==> src/rtl/parking_pkg.sv <==
// Shared definitions for the parking-entry gate controller.
// Holds the one-hot state encoding and the state-vector width so the gate controller
// and anything that decodes its state agree on a single encoding.
package parking_pkg;

  localparam int unsigned STATE_W = 7;

  // One-hot encoding; any other pattern is treated as illegal and recovers to ST_IDLE.
  typedef enum logic [STATE_W-1:0] {
    ST_IDLE      = 7'b000_0001,
    ST_WAIT_PIN  = 7'b000_0010,
    ST_BAD_PIN   = 7'b000_0100,
    ST_PIN_ALARM = 7'b000_1000,
    ST_ENTERING  = 7'b001_0000,
    ST_BLOCKED   = 7'b010_0000,
    ST_CLOSING   = 7'b100_0000
  } state_e;

endpackage

==> src/rtl/occ_counter.sv <==
// Saturating up/down occupancy counter.
// Ports:
//   clock  - clock, all logic on posedge
//   reset  - synchronous active-high reset
//   inc    - count one car in (saturates at MAX)
//   dec    - count one car out (saturates at 0)
//   count  - current count
//   full   - registered (count == MAX), lags count by one cycle
module occ_counter #(
  parameter int unsigned MAX = 32,
  localparam int unsigned W  = $clog2(MAX + 1)
) (
  input  logic         clock,
  input  logic         reset,
  input  logic         inc,
  input  logic         dec,
  output logic [W-1:0] count,
  output logic         full
);

  localparam logic [W-1:0] MAX_VAL = W'(MAX);

  logic [W-1:0] count_d, count_q;
  logic         full_q;

  // Simultaneous inc and dec cancel out.
  always_comb begin
    count_d = count_q;
    if (inc && !dec && (count_q != MAX_VAL)) begin
      count_d = count_q + 1'b1;
    end else if (dec && !inc && (count_q != '0)) begin
      count_d = count_q - 1'b1;
    end
  end

  always_ff @(posedge clock) begin
    if (reset) begin
      count_q <= '0;
      full_q  <= 1'b0;
    end else begin
      count_q <= count_d;
      full_q  <= (count_q == MAX_VAL);
    end
  end

  assign count = count_q;
  assign full  = full_q;

endmodule

==> src/rtl/parking_gate_ctrl_p.sv <==
// Parking-entry gate controller: validates a PIN per arriving car, drives the gate,
// raises PIN-abuse and gate-blocking alarms, and tracks lot occupancy.
// Ports:
//   clock, reset        - clock and synchronous active-high reset
//   pin, pin_valid      - keypad PIN and its 1-cycle strobe
//   pin_ref             - programmed correct PIN
//   senr_e, senr_x      - car at entry / car past the gate
//   car_exit            - 1-cycle strobe, a car left the lot
//   gate_o, gate_cls    - open gate / close-gate pulse
//   alm_pin, alm_blkg   - PIN alarm / gate-blocking alarm
//   lot_full, occupancy - lot full flag and current car count
module parking_gate_ctrl_p
  import parking_pkg::*;
#(
  parameter int unsigned PIN_W       = 8,
  parameter int unsigned MAX_TRIES   = 3,
  parameter int unsigned TIMEOUT_CYC = 1000,
  parameter int unsigned CAPACITY    = 32,
  localparam int unsigned OCC_W      = $clog2(CAPACITY + 1)
) (
  input  logic             clock,
  input  logic             reset,
  input  logic [PIN_W-1:0] pin,
  input  logic             pin_valid,
  input  logic [PIN_W-1:0] pin_ref,
  input  logic             senr_e,
  input  logic             senr_x,
  input  logic             car_exit,
  output logic             gate_o,
  output logic             gate_cls,
  output logic             alm_pin,
  output logic             alm_blkg,
  output logic             lot_full,
  output logic [OCC_W-1:0] occupancy
);

  localparam int unsigned TRIES_W = $clog2(MAX_TRIES + 1);
  localparam int unsigned TIMER_W = $clog2(TIMEOUT_CYC);
  localparam logic [TRIES_W-1:0] TRIES_MAX = TRIES_W'(MAX_TRIES);
  localparam logic [TIMER_W-1:0] TIMER_MAX = TIMER_W'(TIMEOUT_CYC - 1);

  state_e             state_d, state_q;
  logic [TRIES_W-1:0] tries_d, tries_q, tries_inc;
  logic [TIMER_W-1:0] timer_d, timer_q;
  logic               good, bad, occ_inc;

  assign good      = pin_valid && (pin == pin_ref);
  assign bad       = pin_valid && (pin != pin_ref);
  assign tries_inc = (tries_q == TRIES_MAX) ? tries_q : tries_q + 1'b1;

  always_comb begin
    state_d = state_q;
    tries_d = tries_q;
    timer_d = '0;  // timer only survives while idling in WAIT_PIN
    case (state_q)
      ST_IDLE: begin
        if (senr_e && !lot_full) state_d = ST_WAIT_PIN;
      end
      ST_WAIT_PIN: begin
        if (good) begin
          state_d = ST_ENTERING;
        end else if (bad) begin
          state_d = ST_BAD_PIN;
          tries_d = tries_inc;
        end else if (timer_q == TIMER_MAX) begin
          state_d = ST_IDLE;
        end else begin
          timer_d = timer_q + 1'b1;
        end
      end
      ST_BAD_PIN: begin
        // Reaching the limit escalates even if a good PIN arrives this cycle.
        if (tries_q == TRIES_MAX) begin
          state_d = ST_PIN_ALARM;
        end else if (good) begin
          state_d = ST_ENTERING;
        end else if (bad) begin
          tries_d = tries_inc;
        end
      end
      ST_PIN_ALARM: begin
        if (good) state_d = ST_ENTERING;
      end
      ST_ENTERING: begin
        if (senr_e && senr_x) begin
          state_d = ST_BLOCKED;
        end else if (senr_x) begin
          state_d = ST_CLOSING;
        end
      end
      ST_BLOCKED: begin
        if (good) state_d = ST_CLOSING;
      end
      ST_CLOSING: begin
        state_d = ST_IDLE;
      end
      default: begin
        state_d = ST_IDLE;
      end
    endcase
    if ((state_d == ST_ENTERING) && (state_q != ST_ENTERING)) tries_d = '0;
  end

  always_ff @(posedge clock) begin
    if (reset) begin
      state_q <= ST_IDLE;
      tries_q <= '0;
      timer_q <= '0;
    end else begin
      state_q <= state_d;
      tries_q <= tries_d;
      timer_q <= timer_d;
    end
  end

  // A car is counted in when the gate starts closing behind it.
  assign occ_inc = (state_d == ST_CLOSING) && (state_q != ST_CLOSING);

  occ_counter #(
    .MAX (CAPACITY)
  ) u_occ_counter (
    .clock (clock),
    .reset (reset),
    .inc   (occ_inc),
    .dec   (car_exit),
    .count (occupancy),
    .full  (lot_full)
  );

  assign gate_o   = (state_q == ST_ENTERING) || (state_q == ST_BLOCKED);
  assign gate_cls = (state_q == ST_CLOSING);
  assign alm_pin  = (state_q == ST_PIN_ALARM);
  assign alm_blkg = (state_q == ST_BLOCKED);

endmodule

==> config.mk <==
export PLATFORM = sky130hd
export DESIGN_NAME = parking_gate_ctrl_p
export DESIGN_NICKNAME = d
export VERILOG_FILES = /design/src/rtl/parking_pkg.sv /design/src/rtl/occ_counter.sv /design/src/rtl/parking_gate_ctrl_p.sv
export SDC_FILE = /design/constraint.sdc
export NUM_CORES = 1
export LEC_CHECK = 0
export BUFFER_PORTS_ARGS = -buffer_cell sky130_fd_sc_hd__buf_2
export CAP_MARGIN = 15
export CORE_MARGIN = 8
export CORE_UTILIZATION = 45
export CTS_CLUSTER_SIZE = 40
export DETAILED_ROUTE_END_ITERATION = 16
export GPL_TIMING_DRIVEN = 0
export PLACE_DENSITY_LB_ADDON = 0.1
export SYNTH_ARGS = -nofsm -noshare
export SYNTH_HDL_FRONTEND = slang
export SYNTH_HIERARCHICAL = 1
export SYNTH_SLANG_ARGS = --single-unit
==> constraint.sdc <==
create_clock -name clock -period 3.6 [get_ports clock]
set_input_delay 0 -clock clock [delete_from_list [all_inputs] [get_ports clock]]
set_output_delay 0 -clock clock [all_outputs]
set_load 0.005 [all_outputs]
# Word level (Yosys, flattened, before mapping)
# Cells that the tools add are included.
# Widths: inputs -> output; s select.
# op_classes
addsub	4
n_mul	0
div_mod_pow	0
magnitude_cmp	0
n_eq_ne	18
n_shift	0
muxes	17
n_bitwise	1
reduce_logical	20
# ops
op	count
$mux 7	9
$pmux 7 s6	1
$eq 7x5->1 const B	2
$eq 7x7->1 const B	2
$mux 6	2
$add 10x1->10 const B	1
$eq 10x10->1 const B	1
$logic_and 1x1->1	10
$eq 8x8->1	1
$mux 2	4
$ne 8x8->1	1
$eq 7x1->1 const B	1
$eq 7x2->1 const B	1
$eq 7x3->1 const B	1
$eq 7x4->1 const B	1
$eq 7x6->1 const B	1
$ne 7x5->1 const B	1
$ne 7x7->1 const B	1
$add 6x1->6 const B	1
$eq 6x6->1 const B	1
$ne 6x6->1 const B	1
$reduce_bool 6->1	1
$sub 6x1->6 const B	1
$reduce_or 5->1	1
10 further kinds	13
# totals
ff_bits	26
latchBits	0
mem_bits_rw	0
romBits	0
output_inout_bits	11
wordCells	65
memories	0

# Logic depth before layout (Yosys ltp)
# Gate-level depths: netlist of run 1.
# depth
ltp_word	12
ltp_mapped	12
ltp_nobuf	12

# Modules after synthesis
# The synthesis of run 1 kept the hierarchy.
# modules_own_cells
mod	n_inst	cells_each	area_each_um2	seq_area_each_um2
parking_gate_ctrl_p	1	142	1202.4	380.4
occ_counter	1	53	493.0	140.1

# Worst setup path before layout of run 1
# No wires, ideal clock.
# synth_path
path_type	reg-to-reg
start	reg state_q[0]
end	reg u_occ_counter.count_q[5] (netlist: u_occ_counter/count[5])
setup_time_ns	0.115
t_arrival_ns	2.729
slack_ns	0.756
path_stages_with_launch	13
path_buffers	1
path_cell_list	dfxtp_1 -> buf_2 -> nor4_4 -> nand3b_1 -> o22ai_1 -> nor2b_1 -> nand2_1 -> ha_1 -> a211oi_1 -> o21bai_1 -> a211o_1 -> o311ai_0 -> a21bo_2
# synth_via
elab_chain_cells	10
word_cells_on_any_way	26
cone_classes	eq/ne: 8; mux: 11; reduce/logical: 7
# synth_rtl
item	line_no	text
start: declaration	parking_gate_ctrl_p.sv:42	state_e state_d, state_q;
start signal: assignment	parking_gate_ctrl_p.sv:110	state_q <= state_d;
$mux 7	parking_gate_ctrl_p.sv:65	end else if (timer_q == TIMER_MAX) begin
$mux 7	parking_gate_ctrl_p.sv:62	end else if (bad) begin
$mux 7	parking_gate_ctrl_p.sv:60	if (good) begin
$pmux 7 s6	parking_gate_ctrl_p.sv:55	case (state_q)
$eq 7x7->1	parking_gate_ctrl_p.sv:117	assign occ_inc = (state_d == ST_CLOSING) && (state_q != ST_CLOSING);
$logic_and 1x1->1 *	parking_gate_ctrl_p.sv:117	
net occ_inc	parking_gate_ctrl_p.sv:45	logic good, bad, occ_inc;
$logic_not 1->1	occ_counter.sv:31	end else if (dec && !inc && (count_q != '0)) begin
$logic_and 1x1->1 (2 in a row)	occ_counter.sv:31	
$reduce_bool 2->1 (no line)	--	
end signal: assignment	occ_counter.sv:41	count_q <= count_d;
end: declaration	occ_counter.sv:23	logic [W-1:0] count_d, count_q;
# Mark *: on every way through the listed nets, which the timed path passes. The rest lies on a longest branch.
# A chain may end at the register's enable or synchronous reset.

# Worst setup path in the final report of run 1
# Same ends and word-level chain as after synthesis.

==> summary.md, run 1 <==
| Metric | Value |
|---|---|
| Sequential area share after synthesis | `30.7%` |
| Ports | `33` |
| Vias per cell | `5.43` |
| Fin Setup TNS | `0 ns` |
| Top post-synthesis cells by area | `dfxtp_1 31%, xor2_1 6.7%, nor2_1 5.8%, xnor2_1 5.7%, ha_1 4.4%` |
| Overall Global Routing Usage | `12.6%` |
| Power Total | `1.05 mW` |
| Most frequent cells after synthesis | `26 x dfxtp_1, 26 x nor2_1, 13 x xor2_1` |
| Die Y | `77.4 µm` |
| Clock slew seen by the registers of the worst setup and hold paths | `0.09 ns` |
| Yosys warns | `6` |
| Internal power | `0.671 mW` |
| Iteration-0 DRC Markers | `137` |
| Hold wc startpoint | `senr_x` |
| Yosys cell types | `53` |
| Net Sw Frac | `36.4%` |
| HPWL after detailed placement | `3080 µm` |
| Root buf cell | `clkbuf_8` |
| Clk sink count | `26` |
| Post-route ant nets | `0` |
| FILL cells | `374` |
| Family with the most delay on the worst path | `compound AO/OA/AOI/OAI gates` |
| First-pass iteration count of the detailed router | `4` |
| GRT overflow | `0` |
| Critical path origin | `state_q[0]$_SDFF_PP1_` |
| Slew headroom | `54.0%` |
| Vias in the first global route | `1488` |
| Top FF cell, synth | `dfxtp_1` |
| Bufs and invs on worst path | `1` |
| FMAX | `302 MHz` |
| Max-Cap Viols | `0` |
| Final hold vios | `0` |
| Seq pwr share | `36.0%` |
| Initial antenna violation count | `0` |
| Site row count | `22` |
| Minimum clock period | `3.31 ns` |
| Post-CTS setup buffers | `0` |
| Startpoint types | `flip-flop` |
| Post-Syn Area | `1700 µm²` |
| Crit path cell chain | `buf_2 -> nor4_4 -> nand3b_1 -> o22ai_1 -> nor2b_1 -> nand2_1 -> ha_1 -> a211oi_1 -> o21bai_1 -> a211o_1 -> o311ai_0 -> a21bo_2` |
| Crit-path max FO | `8` |
| First-pass GRT wire length | `6550 µm` |
| Largest net degree at the start of global routing | `15` |
| RSZ-0062 raised after global routing | `false` |
| Share of layout cells above drive strength 1 | `22.4%` |
| Critical path class | `flip-flop to flip-flop` |
| Post-Route WL | `3840 µm` |
| Clock Tree Buf Depth | `2` |
| Area fraction of the dominant cell type after synthesis | `30.7%` |
| Clock Skew | `0.00384 ns` |
| Core area | `3630 µm²` |
| Outcome | `finished, final reports clean` |
| Nets | `262` |
| Worst-skew pair later-pin latency | `0.26 ns` |
| Crit. End Element | `flip-flop` |
| Syn_nets | `224` |
| Setup violators final | `0` |
| Post-synth top area cell | `dfxtp_1` |
| CTS resizes | `0` |
| Initial Utilization | `46.7%` |
| Worst VDD drop | `352 µV` |
| Cts bufs inserted | `3` |
| Power Density | `533 nW/µm²` |
| Asr flop ratio synth | `0%` |
| Final period util | `92.0%` |
| H-Tree Depth | `1` |
| Mean area per synthesized cell | `8.69 µm²` |
| Sw power | `0.384 mW` |
| Slowest stage delay, CP | `0.34 ns` |
| Routability cong. | `0.885` |
| WHS | `0.0857 ns` |
| CTS tree | `done` |
| Worst-margin pin slew | `0.684 ns` |
| Count of flip-flops with a built-in enable after synthesis | `0` |
| Lkg Pwr | `0.805 nW` |
| Comb pwr share | `46.3%` |
| Drt drc | `0` |
| Hold Path Class | `input port to flip-flop` |
| Routed vias | `1520` |
| Worst endpoint data arrival time | `3.48 ns` |
| Reg2reg start | `state_q[0]$_SDFF_PP1_` |
| Avg WL per Cell | `13.7 µm` |
| Layout area overhead | `16.8%` |
| Die X | `77.4 µm` |
| Cell count after synthesis | `195` |
| Max-slew violations | `0` |
| Part of the power in the clock network | `17.7%` |
| Flops & latches, synth | `26` |
| IO Port Bufs | `32` |
| Slowest cell on crit path | `o22ai_1` |
| Die footprint | `5990 µm²` |
| N_diodes | `0` |
| Required @ worst endpoint | `3.77 ns` |
-- power by group through the flow --
stage | sequential, mW | clock, mW | combinational, mW
global placement | 0.384 | 0 | 0.475
CTS | 0.381 | 0.190 | 0.490
global route | 0.389 | 0.203 | 0.549
floorplan | 0.380 | 0 | 0.375
detailed placement | 0.387 | 0 | 0.486
finish | 0.380 | 0.187 | 0.488
-- cells in the final DEF, fill, tap and decap left out, drive strengths merged, types with 5 or more instances in the layout --
master  count
nor4        7
nor2       26
xor2       13
nand3       6
a21oi       7
and3        6
buf        36
nand2       9
xnor2      11
ha          6
nand2b      5
clkbuf      5
nor3        8
o21ai      10
mux2i       5
nor2b       5
dfxtp      26
-- per-layer routing --
layer  global-route usage, %  up-vias  wire length (µm)
met5                       0        -                 0
met4                    2.83        0                 8
met3                    1.73        2               132
met2                    22.2       18              1910
met1                    15.8      718              1790
li1                        -      782                 -
-- worst register-to-register path: cells and delay by family (launching register included) --
| family | cells | cell delay, ns |
|---|---|---|
| AOI/OAI and AO/OA | 6 | 1.39 |
| adders and majority gates | 1 | 0.34 |
| buffers and inverters | 1 | 0.18 |
| DFF | 1 | 0.30 |
| and+or+nand+nor | 4 | 0.99 |
-- logic make-up after synthesis --
group           share of synthesized area, %
simple gates                            30.3
compound gates                          15.1
flops                                   30.7
xor+xnor                                12.4
buf+inv                                 2.21
fa+ha+maj                               5.61
mux                                     3.62
-- path summary, 6_finish.rpt --
kind	end	cells after the start	slack (ns)
worst max register to register	u_occ_counter/count[5]$_SDFFE_PP0P_	12	0.29
worst min-delay path	state_q[4]$_SDFF_PP0_	3	0.09
worst max-delay path	u_occ_counter/count[5]$_SDFFE_PP0P_	12	0.29
worst min register to register	timer_q[0]$_SDFF_PP0_	1	0.49
-- metrics by stage --
step | instance area (µm²) | instances | setup WS [ns] | util (%)
after floorplan | 1700 | 195 | 0.756 | -
after global placement | 1920 | 275 | 0.372 | 52.7
after detailed placement | 1920 | 275 | 0.300 | 52.7
after CTS | 1980 | 280 | 0.304 | 54.5
after global routing | 1980 | 280 | 0.0492 | 54.5
final | 1980 | 280 | 0.288 | 54.5
-- timing repair --
item	CTS	global route
endpoints found under the hold margin	2	0
hold buffers	1	0
endpoints found under the setup margin	0	0
-- registers in the layout, indices dropped and copies added (netlist names) --
register             cells
u_occ_counter/full       1
state_q                  7
u_occ_counter/count      6
tries_q                  2
timer_q                 10
-- area by class of cell --
type,instances,area (µm²),share of cell area (%)
plain buffers,5,22.5,1.14
flip-flops and latches,26,520,26.3
well taps,48,60.1,3.03
clock buffers,4,55.1,2.78
multi-input cells,160,1140,57.4
repair buffers,33,170,8.59
inverters,4,15.0,0.758
No activity file was read; power rests on OpenSTA's default activity.
==> run 2: changes to the inputs <==
--- a/config.mk
+++ b/config.mk
@@ -5,6 +5,7 @@
 export SDC_FILE = /design/constraint.sdc
 export NUM_CORES = 1
 export LEC_CHECK = 0
+export ABC_AREA = 1
 export BUFFER_PORTS_ARGS = -buffer_cell sky130_fd_sc_hd__buf_2
 export CAP_MARGIN = 15
 export CORE_MARGIN = 8
==> summary.md, run 2 <==
| Metric | Value |
|---|---|
| Outcome | `finished, final reports clean` |
| Post-CTS setup buffers | `0 (unchanged)` |
| First-pass iteration count of the detailed router | `4 (unchanged)` |
| Count of flip-flops with a built-in enable after synthesis | `0 (unchanged)` |
| Hold Path Class | `input port to flip-flop` |
| Clock Skew | `0.00526 ns (+0.00142 ns)` |
| Vias in the first global route | `1531 (+2.9%)` |
| Clk sink count | `26 (unchanged)` |
| Yosys cell types | `29 (-45%)` |
| Minimum clock period | `2.76 ns (-0.547 ns)` |
| CTS tree | `done` |
| Top post-synthesis cells by area | `dfxtp_1 30%, nand2_1 13%, inv_1 8.8%, nor2_1 6.7%, nand3_1 5.5%` |
| Power Density | `455 nW/µm² (-15%)` |
| Asr flop ratio synth | `0% (unchanged)` |
| First-pass GRT wire length | `6160 µm (-5.9%)` |
| Root buf cell | `clkbuf_8` |
| Flops & latches, synth | `26 (unchanged)` |
| Worst-skew pair later-pin latency | `0.27 ns (about the same)` |
| Power Total | `0.917 mW (-13%)` |
| Sequential area share after synthesis | `29.9% (-0.77 points)` |
| Worst endpoint data arrival time | `2.94 ns (-0.54 ns)` |
| Setup violators final | `0 (unchanged)` |
| H-Tree Depth | `1 (unchanged)` |
| Mean area per synthesized cell | `6.79 µm² (-22%)` |
| N_diodes | `0 (unchanged)` |
| Syn_nets | `285 (+27%)` |
| Overall Global Routing Usage | `11.6% (-0.96 points)` |
| Net Sw Frac | `36.9% (+0.50 points)` |
| Clock slew seen by the registers of the worst setup and hold paths | `0.09 ns (about the same)` |
| Max-Cap Viols | `0 (unchanged)` |
| Ports | `33 (unchanged)` |
| Cell count after synthesis | `256 (+31%)` |
| Most flops, register | `timer_q` |
| Die Y | `78.2 µm (+1.0%)` |
| Required @ worst endpoint | `3.78 ns (about the same)` |
| Worst-margin pin slew | `0.406 ns (-0.277 ns)` |
| GRT overflow | `0 (unchanged)` |
| Internal power | `0.579 mW (-14%)` |
| Vias per cell | `4.73 (-13%)` |
| Post-Route WL | `3430 µm (-11%)` |
| Final period util | `76.8% (-15 points)` |
| Avg WL per Cell | `10.1 µm (-26%)` |
| Largest net degree at the start of global routing | `15 (unchanged)` |
| Fin worst setup slack | `0.836 ns (+0.547 ns)` |
| Initial Utilization | `47.2% (+0.49 points)` |
| FILL cells | `388 (+3.7%)` |
| Worst VDD drop | `310 µV (-12%)` |
| Comb pwr share | `39.3% (-7.0 points)` |
| Layout area overhead | `15.8%` |
| Yosys warns | `6 (unchanged)` |
| Top FF cell, synth | `dfxtp_1` |
| Lkg Pwr | `0.954 nW (+18%)` |
| Crit. End Element | `flip-flop` |
| Post-synth top area cell | `dfxtp_1` |
| Area occupied by multi-input gates | `1050 µm² (-8.0%)` |
| Routability cong. | `0.918 (+3.6%)` |
| Part of the power in the clock network | `20.9% (+3.2 points)` |
| Area fraction of the dominant cell type after synthesis | `29.9% (-0.77 points)` |
| Routed vias | `1609 (+5.9%)` |
| Post-route ant nets | `0 (unchanged)` |
| Share of layout cells above drive strength 1 | `20.5% (-1.9 points)` |
| Critical path class | `flip-flop to flip-flop` |
| Slew headroom | `72.7% (+19 points)` |
| Drt drc | `0 (unchanged)` |
| Die footprint | `6110 µm² (+2.0%)` |
| Post-CTS Hold Buffers | `0 (-1)` |
| Cts bufs inserted | `3 (unchanged)` |
| Most frequent cells after synthesis | `58 x nand2_1, 41 x inv_1, 31 x nor2_1` |
| Fin Setup TNS | `0 ns (unchanged)` |
| Clock Tree Buf Depth | `2 (unchanged)` |
| Iteration-0 DRC Markers | `47 (-66%)` |
| Most frequent cell after synthesis | `nand2_1` |
| Initial antenna violation count | `0 (unchanged)` |
| Crit-path max FO | `9 (+1)` |
| HPWL after detailed placement | `2800 µm (-9.0%)` |
| Most common cell after layout, fill and taps aside | `nand2_1` |
| Post-Place Worst Slack | `0.844 ns (+0.544 ns)` |
| Max reg flops | `10 (unchanged)` |
| Reg2reg path depth | `18 (+6)` |
| Startpoint types | `flip-flop` |
| Die X | `78.2 µm (+1.0%)` |
| RSZ-0062 raised after global routing | `false` |
| FMAX | `362 MHz (+20%)` |
| Sw power | `0.338 mW (-12%)` |
| Nets | `322 (+23%)` |
| IO Port Bufs | `32 (unchanged)` |
| Core area | `3690 µm² (+1.5%)` |
| Final hold vios | `0 (unchanged)` |
| Seq pwr share | `39.8% (+3.8 points)` |
| Post-Syn Area | `1740 µm² (+2.6%)` |
| Most frequent cells in the layout | `58 x nand2_1, 41 x inv_1, 32 x buf_2` |
| Site row count | `22 (unchanged)` |
| Register area | `520 µm² (unchanged)` |
| Hold depth | `3 (unchanged)` |
| CTS resizes | `0 (unchanged)` |
| Max-slew violations | `0 (unchanged)` |
[run 2: layout make-up]
class / count / share of cell area [%]
Clock buffer: 4 / 2.73
Sequential cell: 26 / 25.8
Timing Repair Buffer: 32 / 7.95
Multi-Input combinational cell: 186 / 51.9
Inverter: 43 / 8.01
Tap cell: 48 / 2.98
Buffer: 1 / 0.559
[run 2: power by group through the flow]
| stage | logic, mW | clock network, mW | registers, mW |
|---|---|---|---|
| after CTS | 0.364 | 0.195 | 0.366 |
| after detailed placement | 0.362 | 0 | 0.372 |
| after global placement | 0.360 | 0 | 0.372 |
| after floorplan | 0.272 | 0 | 0.370 |
| final | 0.360 | 0.192 | 0.365 |
| after global routing | 0.418 | 0.214 | 0.374 |
[run 2: worst max-delay path, stage by stage, from the launching register on]
cell	delay [ns]
dfxtp_1	0.37
nor2_1	0.20
nand2_2	0.10
nor4_2	0.31
o211ai_1	0.18
nand2_1	0.14
inv_1	0.05
nor2_1	0.21
nand2_4	0.14
ha_1	0.37
nand2_1	0.07
inv_1	0.05
nand3_1	0.09
nand2_1	0.09
nand2_1	0.07
nand2_1	0.06
nor2_1	0.04
nor2_1	0.10
nor2_2	0.05
[run 2: per-stage QoR]
step | cell area (µm²) | utilization [%] | instances | hold slack, ns
6_report | 2010 | 54.6 | 340 | 0.0179
5_1_grt | 2010 | 54.6 | 340 | 0.0158
4_1_cts | 2010 | 54.6 | 340 | 0.0215
3_5_place_dp | 1960 | 53.1 | 336 | 0.309
3_3_place_gp | 1960 | 53.1 | 336 | 0.307
2_1_floorplan | 1740 | - | 256 | 0.0691
[run 2: kinds of logic (layout without fill, tap and decap cells)]
kind of cell    Yosys count  after routing  synth area share (%)
compound gates           29             29                  8.78
buf+inv                  44             80                  9.93
xor+xnor                 12             12                  6.04
simple gates            138            138                  39.9
flops                    26             26                  29.9
fa+ha+maj                 7              7                  5.47
[run 2: metal layers]
layer	up-vias	part of all wire [%]	GRT usage (%)
met5	-	0	0
met4	0	0.73	4.26
met3	2	4.7	3.08
met2	28	45	18.6
met1	692	50	14.6
li1	887	-	-
[run 2: worst paths after layout]
path	start	to	slack, ns
worst max-delay path	state_q[1]$_SDFF_PP0_	u_occ_counter/count[5]$_SDFFE_PP0P_	0.84
worst min-delay path	senr_e	state_q[5]$_SDFF_PP0_	0.02
worst max register to register	state_q[1]$_SDFF_PP0_	u_occ_counter/count[5]$_SDFFE_PP0P_	0.84
worst min register to register	tries_q[1]$_SDFFE_PP0P_	tries_q[1]$_SDFFE_PP0P_	0.47
==> run 3: changes to the inputs <==
--- a/config.mk
+++ b/config.mk
@@ -5,7 +5,7 @@
 export SDC_FILE = /design/constraint.sdc
 export NUM_CORES = 1
 export LEC_CHECK = 0
-export ABC_AREA = 1
+export ABC_AREA = 0
 export BUFFER_PORTS_ARGS = -buffer_cell sky130_fd_sc_hd__buf_2
 export CAP_MARGIN = 15
 export CORE_MARGIN = 8
==> constraint.sdc (replaced) <==
create_clock -name clock -period 2.45 [get_ports clock]
set_input_delay 0 -clock clock [delete_from_list [all_inputs] [get_ports clock]]
set_output_delay 0 -clock clock [all_outputs]
set_load 0.005 [all_outputs]
==> summary.md, run 3 (synthesized netlist as in run 1, its figures left out) <==
| Metric | Value |
|---|---|
| Clock Tree Buf Depth | `2 (unchanged)` |
| Worst-skew pair later-pin latency | `0.28 ns (about the same)` |
| Largest net degree at the start of global routing | `16 (+1)` |
| Die X | `77.4 µm (-1.0%)` |
| Failing checks | `setup timing` |
| CTS tree | `done` |
| Routing usage on met2 | `23.7% (+5.0 points)` |
| Post-Route WL | `4180 µm (+22%)` |
| Slew headroom | `52.1% (-21 points)` |
| Grt met1 use | `17.4% (+2.8 points)` |
| Drt drc | `0 (unchanged)` |
| Crit. End Element | `flip-flop` |
| Post-route ant nets | `0 (unchanged)` |
| RSZ-0062 raised after global routing | `true` |
| Lkg Pwr | `0.853 nW (-11%)` |
| Crit-path max FO | `5 (-4)` |
| Nets | `268 (-17%)` |
| Critical path origin | `u_occ_counter/count[3]$_SDFFE_PP0P_` |
| Max-Cap Viols | `0 (unchanged)` |
| Iteration-0 DRC Markers | `144 (+210%)` |
| Root buf cell | `clkbuf_8` |
| H-Tree Depth | `1 (unchanged)` |
| Overall Global Routing Usage | `13.9% (+2.2 points)` |
| Most common cell after layout, fill and taps aside | `buf_2` |
| Vias in the first global route | `1592 (+4.0%)` |
| Required @ worst endpoint | `2.63 ns (-1.15 ns)` |
| Max-slew violations | `0 (unchanged)` |
| First-pass GRT wire length | `7120 µm (+16%)` |
| Fin worst setup slack | `-0.324 ns (-1.16 ns)` |
| Fin Setup TNS | `-0.421 ns (-0.421 ns)` |
| Avg WL per Cell | `14.6 µm (+45%)` |
| Site row count | `22 (unchanged)` |
| Most flops, register | `timer_q` |
| Clk sink count | `26 (unchanged)` |
| Worst-margin pin slew | `0.711 ns (+0.305 ns)` |
| Top Usage Layer GRT | `met2` |
| Final core occ | `58.8% (+4.2 points)` |
| Vias per cell | `5.52 (+17%)` |
| Met3 GRT Util | `2.53% (-0.54 points)` |
| Final hold vios | `0 (unchanged)` |
| Reg2reg start | `u_occ_counter/count[3]$_SDFFE_PP0P_` |
| Layout area overhead | `26.0%` |
| Routability cong. | `0.841 (-8.3%)` |
| Initial Utilization | `46.7% (-0.49 points)` |
| Reg2reg setup slack | `-0.32 ns (-1.16 ns)` |
| Hold Path Class | `input port to flip-flop` |
| Final period util | `113% (+36 points)` |
| Setup violators final | `2 (+2)` |
| Clock slew seen by the registers of the worst setup and hold paths | `0.09 ns (about the same)` |
| HPWL after detailed placement | `3250 µm (+16%)` |
| Worst endpoint data arrival time | `2.95 ns (about the same)` |
| Outcome | `complete, but fails checks` |
| Power Total | `1.77 mW (+93%)` |
| N_diodes | `0 (unchanged)` |
| Startpoint types | `flip-flop` |
| Power Density | `831 nW/µm² (+82%)` |
| FMAX | `361 MHz (-0.34%)` |
| Post-Place Worst Slack | `-0.579 ns (-1.42 ns)` |
| Core area | `3630 µm² (-1.5%)` |
| R2R Path End | `u_occ_counter/count[5]$_SDFFE_PP0P_` |
| First-pass iteration count of the detailed router | `4 (unchanged)` |
| Reg2reg path depth | `9 (-9)` |
| Critical path class | `flip-flop to flip-flop` |
| Initial antenna violation count | `0 (unchanged)` |
| Die Y | `77.4 µm (-1.0%)` |
| Most frequent cells in the layout | `34 x buf_2, 26 x nor2_1, 22 x dfxtp_1` |
| Max reg flops | `10 (unchanged)` |
| IO Port Bufs | `32 (unchanged)` |
| Die footprint | `5990 µm² (-2.0%)` |
| Ports | `33 (unchanged)` |
| FILL cells | `337 (-13%)` |
| Routed vias | `1578 (-1.9%)` |
| GRT overflow | `0 (unchanged)` |
| Share of layout cells above drive strength 1 | `30.7% (+10 points)` |
| Worst VDD drop | `742 µV (+140%)` |
| Cts bufs inserted | `3 (unchanged)` |
| Minimum clock period | `2.77 ns (+0.00929 ns)` |
| Clock Skew | `0.00523 ns (-0.0000304 ns)` |
| Worst setup path end | `u_occ_counter/count[5]$_SDFFE_PP0P_` |
## run 3: stage by stage
stage	hold slack (ns)	instances	cell area, µm²
6_report	0.0798	286	2140
5_1_grt	0.0941	286	2140
4_1_cts	0.0735	284	2110
3_5_place_dp	0.272	275	1970
3_3_place_gp	0.251	275	1970
2_1_floorplan	0.0774	195	1750
## run 3: worst min-delay path by stage
| stage | from | endpoint | slack [ns] | cells after the start |
|---|---|---|---|---|
| 6_report | senr_x | state_q[4]$_SDFF_PP0_ | 0.08 | 3 |
| 5_1_grt | senr_x | state_q[4]$_SDFF_PP0_ | 0.09 | 3 |
| 4_1_cts | senr_x | state_q[4]$_SDFF_PP0_ | 0.07 | 3 |
| 3_5_place_dp | reset | tries_q[1]$_SDFFE_PP0P_ | 0.27 | 2 |
| 3_3_place_gp | reset | tries_q[0]$_SDFFE_PP0P_ | 0.25 | 2 |
| 2_1_floorplan | reset | tries_q[0]$_SDFFE_PP0P_ | 0.08 | 1 |
## run 3: area by class of cell
| type | count | area [µm²] | area share [%] |
|---|---|---|---|
| clock buffers | 3 | 41.3 | 1.93 |
| inverters | 4 | 15.0 | 0.703 |
| well taps | 48 | 60.1 | 2.81 |
| plain buffers | 4 | 17.5 | 0.820 |
| multi-input cells | 160 | 1220 | 57.2 |
| flip-flops and latches | 26 | 528 | 24.7 |
| clock inverters | 1 | 30.0 | 1.41 |
| repair buffers | 40 | 223 | 10.4 |
## run 3: worst max-delay path, stage by stage (launching register included)
cell and delay [ns]:
dfxtp_1 0.37, or4_4 0.55, or3b_4 0.43, nand2_4 0.14, ha_4 0.22, a211oi_2 0.20, o21bai_1 0.13, a211o_1 0.30
o311ai_2 0.09, a21bo_2 0.25
## run 3: layer usage
layer	up-vias	wire length [µm]
li1	787	-
met1	745	1920
met2	38	2080
met3	8	141
met4	0	43
met5	-	0
## run 3: power by group
part	total (mW)	switching (mW)	internal [mW]
logic	0.838	0.411	0.427
registers	0.578	0.0907	0.487
clock network	0.358	0.139	0.219
total	1.77	0.641	1.13
## run 3: repair_timing
action                                 4_1_cts  5_1_grt
gates resized for setup                      4        3
hold buffers                                 1        0
endpoints found under the hold margin        2        0
setup endpoints to repair                    3        4
buffers inserted                             5        2
pin swaps                                    5        4
